[config.mk]
export PLATFORM = sky130hd
export DESIGN_NAME = game_hvsync_gen2
export DESIGN_NICKNAME = d
export VERILOG_FILES = /design/src/rtl/game_hvsync_gen2.sv
export SDC_FILE = /design/constraint.sdc
export NUM_CORES = 1
export LEC_CHECK = 0
export ABC_AREA = 1
export ABC_CLOCK_PERIOD_IN_PS = 1950
export CORE_MARGIN = 2
export CORE_UTILIZATION = 55
export CTS_CLUSTER_SIZE = 12
export DETAILED_ROUTE_END_ITERATION = 16
export PLACE_DENSITY = 0.83
export SLEW_MARGIN = 20
export SYNTH_ARGS = -nofsm -noshare
export SYNTH_HDL_FRONTEND = slang
export SYNTH_SLANG_ARGS = --single-unit
[constraint.sdc]
create_clock -name clk -period 1.95 [get_ports clk]
set_input_delay 0.2925 -clock clk [delete_from_list [all_inputs] [get_ports clk]]
set_output_delay 0.2925 -clock clk [all_outputs]
set_load 0.05 [all_outputs]
[src/rtl/game_hvsync_gen2.sv]
// Parametrised VGA timing generator: sync/blank decode, x/y, line/frame pulses,
// frame counter, N-stage en-gated output pipeline. Optional GAME_HVSYNC_GEN2_TEST_PATTERN_EN adds rgb bars.
module game_hvsync_gen2 #(
  parameter int X_WIDTH         = 10,
  parameter int Y_WIDTH         = 10,
  parameter int SCREEN_WIDTH    = 640,
  parameter int H_FRONT         = 16,
  parameter int H_SYNC          = 96,
  parameter int H_BACK          = 48,
  parameter int SCREEN_HIGHT    = 480,
  parameter int V_BOTTOM        = 10,
  parameter int V_SYNC          = 2,
  parameter int V_TOP           = 33,
  parameter int N_PIPE_STAGES   = 1,
  parameter bit HSYNC_POL       = 1'b0,
  parameter bit VSYNC_POL       = 1'b0,
  parameter int FRAME_CNT_WIDTH = 8
) (
  input  logic                       clk,
  input  logic                       reset,
  input  logic                       en,
  output logic                       hsync,
  output logic                       vsync,
  output logic                       display_on,
  output logic [X_WIDTH-1:0]         x,
  output logic [Y_WIDTH-1:0]         y,
  output logic                       line_start,
  output logic                       frame_start,
  output logic [FRAME_CNT_WIDTH-1:0] frame_cnt
`ifdef GAME_HVSYNC_GEN2_TEST_PATTERN_EN
  ,
  output logic [2:0]                 rgb
`endif
);

  localparam int H_TOTAL = SCREEN_WIDTH + H_FRONT + H_SYNC + H_BACK;
  localparam int V_TOTAL = SCREEN_HIGHT + V_BOTTOM + V_SYNC + V_TOP;
  localparam int NP      = N_PIPE_STAGES;

  localparam logic [X_WIDTH-1:0] H_MAX    = X_WIDTH'(H_TOTAL - 1);
  localparam logic [X_WIDTH-1:0] H_VIS    = X_WIDTH'(SCREEN_WIDTH);
  localparam logic [X_WIDTH-1:0] HS_FIRST = X_WIDTH'(SCREEN_WIDTH + H_FRONT);
  localparam logic [X_WIDTH-1:0] HS_LAST  = X_WIDTH'(SCREEN_WIDTH + H_FRONT + H_SYNC - 1);
  localparam logic [Y_WIDTH-1:0] V_MAX    = Y_WIDTH'(V_TOTAL - 1);
  localparam logic [Y_WIDTH-1:0] V_VIS    = Y_WIDTH'(SCREEN_HIGHT);
  localparam logic [Y_WIDTH-1:0] VS_FIRST = Y_WIDTH'(SCREEN_HIGHT + V_BOTTOM);
  localparam logic [Y_WIDTH-1:0] VS_LAST  = Y_WIDTH'(SCREEN_HIGHT + V_BOTTOM + V_SYNC - 1);

  if ((H_TOTAL - 1) >= (1 << X_WIDTH)) begin : g_bad_xw
    $error("game_hvsync_gen2: X_WIDTH too small for H_TOTAL-1");
  end
  if ((V_TOTAL - 1) >= (1 << Y_WIDTH)) begin : g_bad_yw
    $error("game_hvsync_gen2: Y_WIDTH too small for V_TOTAL-1");
  end
  if (NP < 1) begin : g_bad_np
    $error("game_hvsync_gen2: N_PIPE_STAGES must be 1 or more");
  end
`ifdef GAME_HVSYNC_GEN2_TEST_PATTERN_EN
  if (X_WIDTH < 9) begin : g_bad_rgb
    $error("game_hvsync_gen2: test pattern needs X_WIDTH >= 9");
  end
`endif

  typedef struct packed {
    logic                       hs;
    logic                       vs;
    logic                       de;
    logic [X_WIDTH-1:0]         x;
    logic [Y_WIDTH-1:0]         y;
    logic                       ls;
    logic                       fs;
    logic [FRAME_CNT_WIDTH-1:0] fc;
  } tuple_t;

  localparam tuple_t IDLE_T = '{hs: ~HSYNC_POL, vs: ~VSYNC_POL, default: '0};

  logic [X_WIDTH-1:0]         h_q, h_d;
  logic [Y_WIDTH-1:0]         v_q, v_d;
  logic [FRAME_CNT_WIDTH-1:0] fcnt_q, fcnt_d;
  tuple_t                     dec;
  tuple_t                     pipe_q [NP];

  always_comb begin
    h_d    = h_q;
    v_d    = v_q;
    fcnt_d = fcnt_q;
    if (en) begin
      if (h_q == H_MAX) begin
        h_d = '0;
        if (v_q == V_MAX) begin
          v_d    = '0;
          fcnt_d = fcnt_q + 1'b1;
        end else begin
          v_d = v_q + 1'b1;
        end
      end else begin
        h_d = h_q + 1'b1;
      end
    end
  end

  always_ff @(posedge clk or negedge reset) begin
    if (!reset) begin
      h_q    <= '0;
      v_q    <= '0;
      fcnt_q <= '0;
    end else begin
      h_q    <= h_d;
      v_q    <= v_d;
      fcnt_q <= fcnt_d;
    end
  end

  always_comb begin
    dec    = IDLE_T;
    dec.hs = ((h_q >= HS_FIRST) && (h_q <= HS_LAST)) ? HSYNC_POL : ~HSYNC_POL;
    dec.vs = ((v_q >= VS_FIRST) && (v_q <= VS_LAST)) ? VSYNC_POL : ~VSYNC_POL;
    dec.de = (h_q < H_VIS) && (v_q < V_VIS);
    dec.x  = h_q;
    dec.y  = v_q;
    dec.ls = (h_q == '0);
    dec.fs = (h_q == '0) && (v_q == '0);
    dec.fc = fcnt_q;
  end

  for (genvar g = 0; g < NP; g++) begin : g_stage
    tuple_t src;
    if (g == 0) begin : g_from_dec
      always_comb src = dec;
    end else begin : g_from_prev
      always_comb src = pipe_q[g-1];
    end

    if (g == NP - 1) begin : g_last
      // Pulses are dropped on any idle clk so they mark only the arrival edge.
      always_ff @(posedge clk or negedge reset) begin
        if (!reset) begin
          pipe_q[g] <= IDLE_T;
        end else if (en) begin
          pipe_q[g] <= src;
        end else begin
          pipe_q[g].ls <= 1'b0;
          pipe_q[g].fs <= 1'b0;
        end
      end
`ifdef GAME_HVSYNC_GEN2_TEST_PATTERN_EN
      logic [2:0] rgb_q;
      always_ff @(posedge clk or negedge reset) begin
        if (!reset) begin
          rgb_q <= '0;
        end else if (en) begin
          rgb_q <= src.de ? src.x[8:6] : 3'b000;
        end
      end
      assign rgb = rgb_q;
`endif
    end else begin : g_mid
      always_ff @(posedge clk or negedge reset) begin
        if (!reset) begin
          pipe_q[g] <= IDLE_T;
        end else if (en) begin
          pipe_q[g] <= src;
        end
      end
    end
  end

  assign hsync       = pipe_q[NP-1].hs;
  assign vsync       = pipe_q[NP-1].vs;
  assign display_on  = pipe_q[NP-1].de;
  assign x           = pipe_q[NP-1].x;
  assign y           = pipe_q[NP-1].y;
  assign line_start  = pipe_q[NP-1].ls;
  assign frame_start = pipe_q[NP-1].fs;
  assign frame_cnt   = pipe_q[NP-1].fc;

endmodule

==> flow_summary.json, run 1 <==
{
  "run_status": "finished clean",
  "grt_pass1_vias": 2280,
  "cts_sinks": 61,
  "cp_max_fo": 2,
  "r2r_slack_ns": 0.34,
  "hold_path_depth": 2,
  "routed_wl_mm": 5.751,
  "clockRootBuffer": "clkbuf_8",
  "port_buffers": 35,
  "syn_area_per_cell_um2": 8.615,
  "whs_ns": 0.4669,
  "initial_core_util_pct": 56.55,
  "grt_antenna_before_repair": 0,
  "wl_per_cell_um": 12.78,
  "required_ns": 1.66,
  "tns_ns": 0,
  "path_cells": "clkdlybuf4s50_1",
  "critPathSlowestCell": "clkdlybuf4s50_1",
  "syn_area_um2": 2851,
  "cellLeakagePower_nw": 1.635,
  "maxCapViolCount": 0,
  "clockPowerShare_pct": 30.1,
  "gr-total-overflow": 0,
  "die_x_um": 76.01,
  "tritoncts.num_buffers": 9,
  "muxShareOfSynthArea_pct": 0,
  "ys.flop_type": "dfrtp_1",
  "critPathTopFamily": "buffers and inverters",
  "firstDrtPassIters": 4,
  "synth_xor_area_share_pct": 4.300,
  "via_per_inst": 5.096,
  "drtIter0Drc": 163,
  "clock_path_buffers": 2,
  "reg2reg_depth": 9,
  "num_vias": 2293,
  "slew_viol_final": 0,
  "fmax_mhz": 541.3,
  "grt_max_degree": 62,
  "start_kind": "flip-flop",
  "critPathMaxStageDelay_ns": 0.84,
  "core_area_um2": 5042,
  "die_area_um2": 5777,
  "arrival_ns": 1.55,
  "io_pins": 36,
  "ant_nets": 0,
  "htreeDepth": 3,
  "yosys.area_share.simple_pct": 24.88,
  "rr_startpoint": "v_q[0]$_DFFE_PN0P_",
  "path_class": "reg2out",
  "p_seq_share_pct": 46.4,
  "finalCritPeriodShare_pct": 94.74,
  "holdCritStartpoint": "x[2]$_DFFE_PN0P_",
  "grt_pass1_wl_mm": 10.20,
  "reg2reg_to": "fcnt_q[6]$_DFFE_PN0P_",
  "synth-edff-count": 0,
  "hpwl_mm": 4.028,
  "die_h_um": 76.01,
  "synth_top_family_by_area": "simple AND/OR/NAND/NOR gates",
  "internal_power_mw": 2.226,
  "postSynth.asyncResetShare_pct": 100.0,
  "cts_tree": "done",
  "ys_ff_latch": 61,
  "ys_types": 26,
  "nets": 385,
  "relSlewSlack_pct": 64.16,
  "power.switching_mw": 1.125,
  "synth_fa_ha_area_share_pct": 2.633,
  "yosysSeqAreaShare_pct": 53.62,
  "cts.repair.resized": 0,
  "diodes": 0,
  "synth_nets": 340,
  "ys_warn_count": 0,
  "switching_share_pct": 33.56,
  "gp_congestion": 0.8580,
  "hold_viol": 0,
  "critPathCaptureType": "output port",
  "clkTransAtPathRegs_ns": 0.06,
  "rsz0062_at_grt": "no",
  "post-route-min-period_ns": 1.847,
  "syn_inst": 331,
  "path_buf_inv": 1,
  "synth-compound-area-share_pct": 7.854,
  "tightest_slew_ns": 0.5360,
  "drive_gt1_share_pct": 8.947,
  "p_per_area_nw_per_um2": 959.6,
  "clk_latency_ns": 0.33,
  "rows": 26,
  "finClkSkew_ns": 0.004023,
  "peakVddDrop_uv": 599.3,
  "hp-class": "reg2reg",
  "min_to": "x[2]$_DFFE_PN0P_",
  "drc": 0,
  "track_usage_pct": 22.29,
  "area_growth_pct": 22.47,
  "comb_power_share_pct": 23.5,
  "setup_viol": 0
}
==> final cells by class <==
| class | instances | area, µm² |
|---|---|---|
| multi-input cells | 225 | 1131 |
| fillers | 413 | 1550 |
| clock buffers | 14 | 172.7 |
| inverters | 35 | 131.4 |
| clock inverters | 1 | 5.005 |
| well taps | 70 | 87.58 |
| flip-flops and latches | 61 | 1529 |
| repair buffers | 44 | 435.4 |
==> worst reg2reg max path, stage by stage, from the launching register on <==
cell and delay (ns):
dfrtp_1 0.42, inv_1 0.16, ha_1 0.17, inv_1 0.04
nor2_1 0.11, nand2_1 0.12, nor2_4 0.27, inv_1 0.11
nand2_1 0.07, nand2_1 0.05
==> Yosys cell counts, types with 2 or more instances <==
cell       number  area [µm²]
clkbuf_1        3       11.26
nor3_1          4       20.02
nand3_1        14       70.07
xor2_1         13       113.9
dfrtp_1        59        1476
inv_1          34       127.6
nor2_1         40       150.1
a21oi_1         3       15.01
o21ai_0        36       180.2
dfstp_2         2       52.55
ha_1            6       75.07
buf_2           3       15.01
buf_4           3       22.52
nor2_4          4       45.04
nand4_1         8       50.05
nand2_1        88       330.3
o2111ai_1       2       17.52
==> registers in the layout, indices dropped and copies added, names as in the netlist <==
name / count
y: 10
fcnt_q: 8
frame_cnt: 8
vsync: 1
frame_start: 1
hsync: 1
display_on: 1
line_start: 1
x: 10
v_q: 10
h_q: 10
==> cell usage in the layout (no fill, tap or decap), drive strengths merged <==
| cell | n |
|---|---|
| dlygate4sd3 | 1 |
| xor2 | 13 |
| dfstp | 2 |
| nand3 | 15 |
| nand2 | 89 |
| nor3 | 4 |
| clkdlybuf4s50 | 32 |
| clkinv | 1 |
| a31oi | 1 |
| o2111ai | 2 |
| a21oi | 3 |
| nor2 | 44 |
| inv | 35 |
| dfrtp | 59 |
| ha | 6 |
| nor4 | 1 |
| nand4 | 9 |
| o21ai | 37 |
| buf | 11 |
| xnor2 | 1 |
| clkbuf | 14 |
==> logic make-up (layout without fill, tap and decap cells) <==
kind of cell,count (synthesis),count (layout)
compound gates,43,43
buf+inv,45,94
xor+xnor,14,14
simple gates,162,162
flops,61,61
fa+ha+maj,6,6
==> layer usage <==
| layer | part of all wire (%) | vias up | global-route usage [%] |
|---|---|---|---|
| li1 | - | 1140 | - |
| met1 | 44 | 1073 | 28.66 |
| met2 | 48 | 69 | 36.07 |
| met3 | 4.9 | 11 | 4.147 |
| met4 | 2.5 | 0 | 12.18 |
| met5 | 0 | - | 0 |
==> worst max-delay path by stage <==
| stage | from | to | slack [ns] | cells after the start |
|---|---|---|---|---|
| after global placement | en | fcnt_q[7]$_DFFE_PN0P_ | 0.29 | 7 |
| after CTS | frame_cnt[5]$_DFFE_PN0P_ | frame_cnt[5] | 0.09 | 1 |
| final | frame_cnt[5]$_DFFE_PN0P_ | frame_cnt[5] | 0.10 | 1 |
| after detailed placement | en | fcnt_q[6]$_DFFE_PN0P_ | 0.25 | 7 |
| after global routing | frame_cnt[5]$_DFFE_PN0P_ | frame_cnt[5] | 0.07 | 1 |
| after floorplan | v_q[0]$_DFFE_PN0P_ | fcnt_q[3]$_DFFE_PN0P_ | 0.48 | 8 |
==> metrics by stage <==
step	total power [mW]	util, %	cells	worst slack [ns]	cell area (µm²)
finish	3.351	69.26	450	0.1026	3492
global route	3.516	69.26	450	0.06832	3492
CTS	3.375	69.26	450	0.08708	3492
detailed placement	2.364	65.53	434	0.2534	3304
global placement	2.342	65.53	434	0.2851	3304
floorplan	2.099	-	331	0.4790	2851
==> timing repair <==
action	4_1_cts	5_1_grt
endpoints found under the hold margin	59	0
setup endpoints to repair	0	0
buffers inserted	0	0
hold buffers	1	0
==> power by group through the flow <==
stage	Clock (mW)	Combinational, mW	Sequential, mW
after floorplan	0	0.308	1.79
after global placement	0	0.776	1.57
after detailed placement	0	0.791	1.57
after CTS	1.02	0.797	1.55
after global routing	1.08	0.860	1.57
final	1.01	0.789	1.55
(Power assumes the default switching activity.)
==> run 2, diff against run 1 <==
--- a/config.mk
+++ b/config.mk
@@ -6,7 +6,7 @@
 export NUM_CORES = 1
 export LEC_CHECK = 0
 export ABC_AREA = 1
-export ABC_CLOCK_PERIOD_IN_PS = 1950
+export ABC_CLOCK_PERIOD_IN_PS = 1900
 export CORE_MARGIN = 2
 export CORE_UTILIZATION = 55
 export CTS_CLUSTER_SIZE = 12
==> constraint.sdc (replaced) <==
create_clock -name clk -period 1.9 [get_ports clk]
set_input_delay 0.285 -clock clk [delete_from_list [all_inputs] [get_ports clk]]
set_output_delay 0.285 -clock clk [all_outputs]
set_load 0.05 [all_outputs]
==> run 2 against run 1 <==
Combinational power up 3.5%. Total power up 3.5%. Worst hold slack worse by 0.0015 ns. Die area unchanged. Critical path type unchanged. Largest cell class unchanged. Highest routed layer unchanged.
==> flow_summary.json, run 2 (same netlist as run 1, synthesis figures left out) <==
{
  "dp_slack_ns": 0.1675,
  "rsz0062_at_grt": "no",
  "die_x_um": 76.01,
  "drc": 0,
  "cellLeakagePower_nw": 1.638,
  "comb_power_share_pct": 23.6,
  "critPathMaxStageDelay_ns": 0.81,
  "peakVddDrop_uv": 597.3,
  "clock_path_buffers": 2,
  "slew_viol_final": 0,
  "hpwl_mm": 4.078,
  "post-route-min-period_ns": 1.792,
  "cp-startpoint": "frame_cnt[3]$_DFFE_PN0P_",
  "tritoncts.num_buffers": 9,
  "critPathCaptureType": "output port",
  "nets": 385,
  "multi_input_area_um2": 1131,
  "rr_startpoint": "h_q[0]$_DFFE_PN0P_",
  "run_status": "finished clean",
  "cp_max_fo": 2,
  "setup_viol": 0,
  "path_cells": "clkdlybuf4s50_1",
  "final_cell_mix": "88 x nand2_1, 59 x dfrtp_1, 40 x nor2_1",
  "clkTransAtPathRegs_ns": 0.07,
  "finalCritPeriodShare_pct": 94.32,
  "tightest_slew_ns": 0.5074,
  "ant_nets": 0,
  "finClkSkew_ns": 0.01037,
  "tns_ns": 0,
  "routed_wl_mm": 5.850,
  "required_ns": 1.62,
  "start_kind": "flip-flop",
  "internal_power_mw": 2.293,
  "rows": 26,
  "critPathTopFamily": "buffers and inverters",
  "hold_viol": 0,
  "gr-total-overflow": 0,
  "post_cts_buffers": 0,
  "drive_gt1_share_pct": 8.924,
  "port_buffers": 35,
  "grt_pass1_wl_mm": 10.18,
  "p_per_area_nw_per_um2": 991.8,
  "die_area_um2": 5777,
  "cts_tree": "done",
  "clockPowerShare_pct": 30.5,
  "grt_pass1_vias": 2225,
  "drtIter0Drc": 199,
  "final_common_cell": "nand2_1",
  "via_per_inst": 5.095,
  "switching_share_pct": 33.86,
  "maxCapViolCount": 0,
  "hp-class": "in2async",
  "regArea_um2": 1529,
  "firstDrtPassIters": 4,
  "grt_max_degree": 62,
  "wl_per_cell_um": 12.97,
  "diodes": 0,
  "initial_core_util_pct": 56.55,
  "area_growth_pct": 22.60,
  "power.switching_mw": 1.174,
  "path_buf_inv": 1,
  "fin_ws_ns": 0.1079,
  "final_area_um2": 3496,
  "r2r_slack_ns": 0.34,
  "place_area_um2": 3304,
  "num_vias": 2298,
  "cts.repair.resized": 0,
  "core_area_um2": 5042,
  "htreeDepth": 3,
  "arrival_ns": 1.51,
  "fill_cells": 403,
  "critPathSlowestCell": "clkdlybuf4s50_1",
  "path_class": "reg2out",
  "total_power_mw": 3.467,
  "grt_antenna_before_repair": 0,
  "utilization_pct": 69.33,
  "fmax_mhz": 558.0,
  "cts_sinks": 61,
  "io_pins": 36,
  "clockRootBuffer": "clkbuf_8",
  "clk_latency_ns": 0.34,
  "p_seq_share_pct": 45.9,
  "relSlewSlack_pct": 66.07,
  "track_usage_pct": 22.00,
  "die_h_um": 76.01,
  "gp_congestion": 0.8591,
  "cts.hold.buffers_added": 1
}
[run 2: changes by cell type in the layout (fill, tap and decap cells not counted), sizes merged]
cell	change
clkbuf	+1
[run 2: routing by layer]
| layer | vias up | wire [µm] | track usage [%] |
|---|---|---|---|
| li1 | 1138 | - | - |
| met1 | 1086 | 2613 | 28.90 |
| met2 | 64 | 2841 | 35.71 |
| met3 | 10 | 323 | 5.213 |
| met4 | 0 | 72 | 8.545 |
| met5 | - | 0 | 0 |
[run 2: final cells by class]
cell class,instances,share of cell area [%]
Sequential cell,61,43.74
Timing Repair Buffer,44,12.46
Multi-Input combinational cell,225,32.35
Clock buffer,15,5.047
Clock inverter,1,0.1432
Inverter,35,3.758
Tap cell,70,2.505
[run 2: metrics by stage]
step                      std cells  hold slack (ns)
after global routing            451           0.4991
final                           451           0.4654
after global placement          434           0.3137
after detailed placement        434           0.3174
after floorplan                 331         -0.01059
after CTS                       451           0.4755
[run 2: worst paths after layout]
check | endpoint | depth (start not counted)
worst max-delay path | frame_cnt[3] | 1
worst min-delay path | x[5]$_DFFE_PN0P_ | 3
worst max register to register | fcnt_q[3]$_DFFE_PN0P_ | 7
worst min register to register | x[0]$_DFFE_PN0P_ | 2
max in group asynchronous | vsync$_DFFE_PN1P_ | 3
min in group clk | x[0]$_DFFE_PN0P_ | 2
[run 2: power groups by stage]
stage	combinational [mW]	sequential [mW]	clock (mW)
detailed placement	0.820	1.61	0
floorplan	0.316	1.84	0
global route	0.879	1.61	1.14
finish	0.817	1.59	1.06
CTS	0.825	1.59	1.07
global placement	0.791	1.60	0
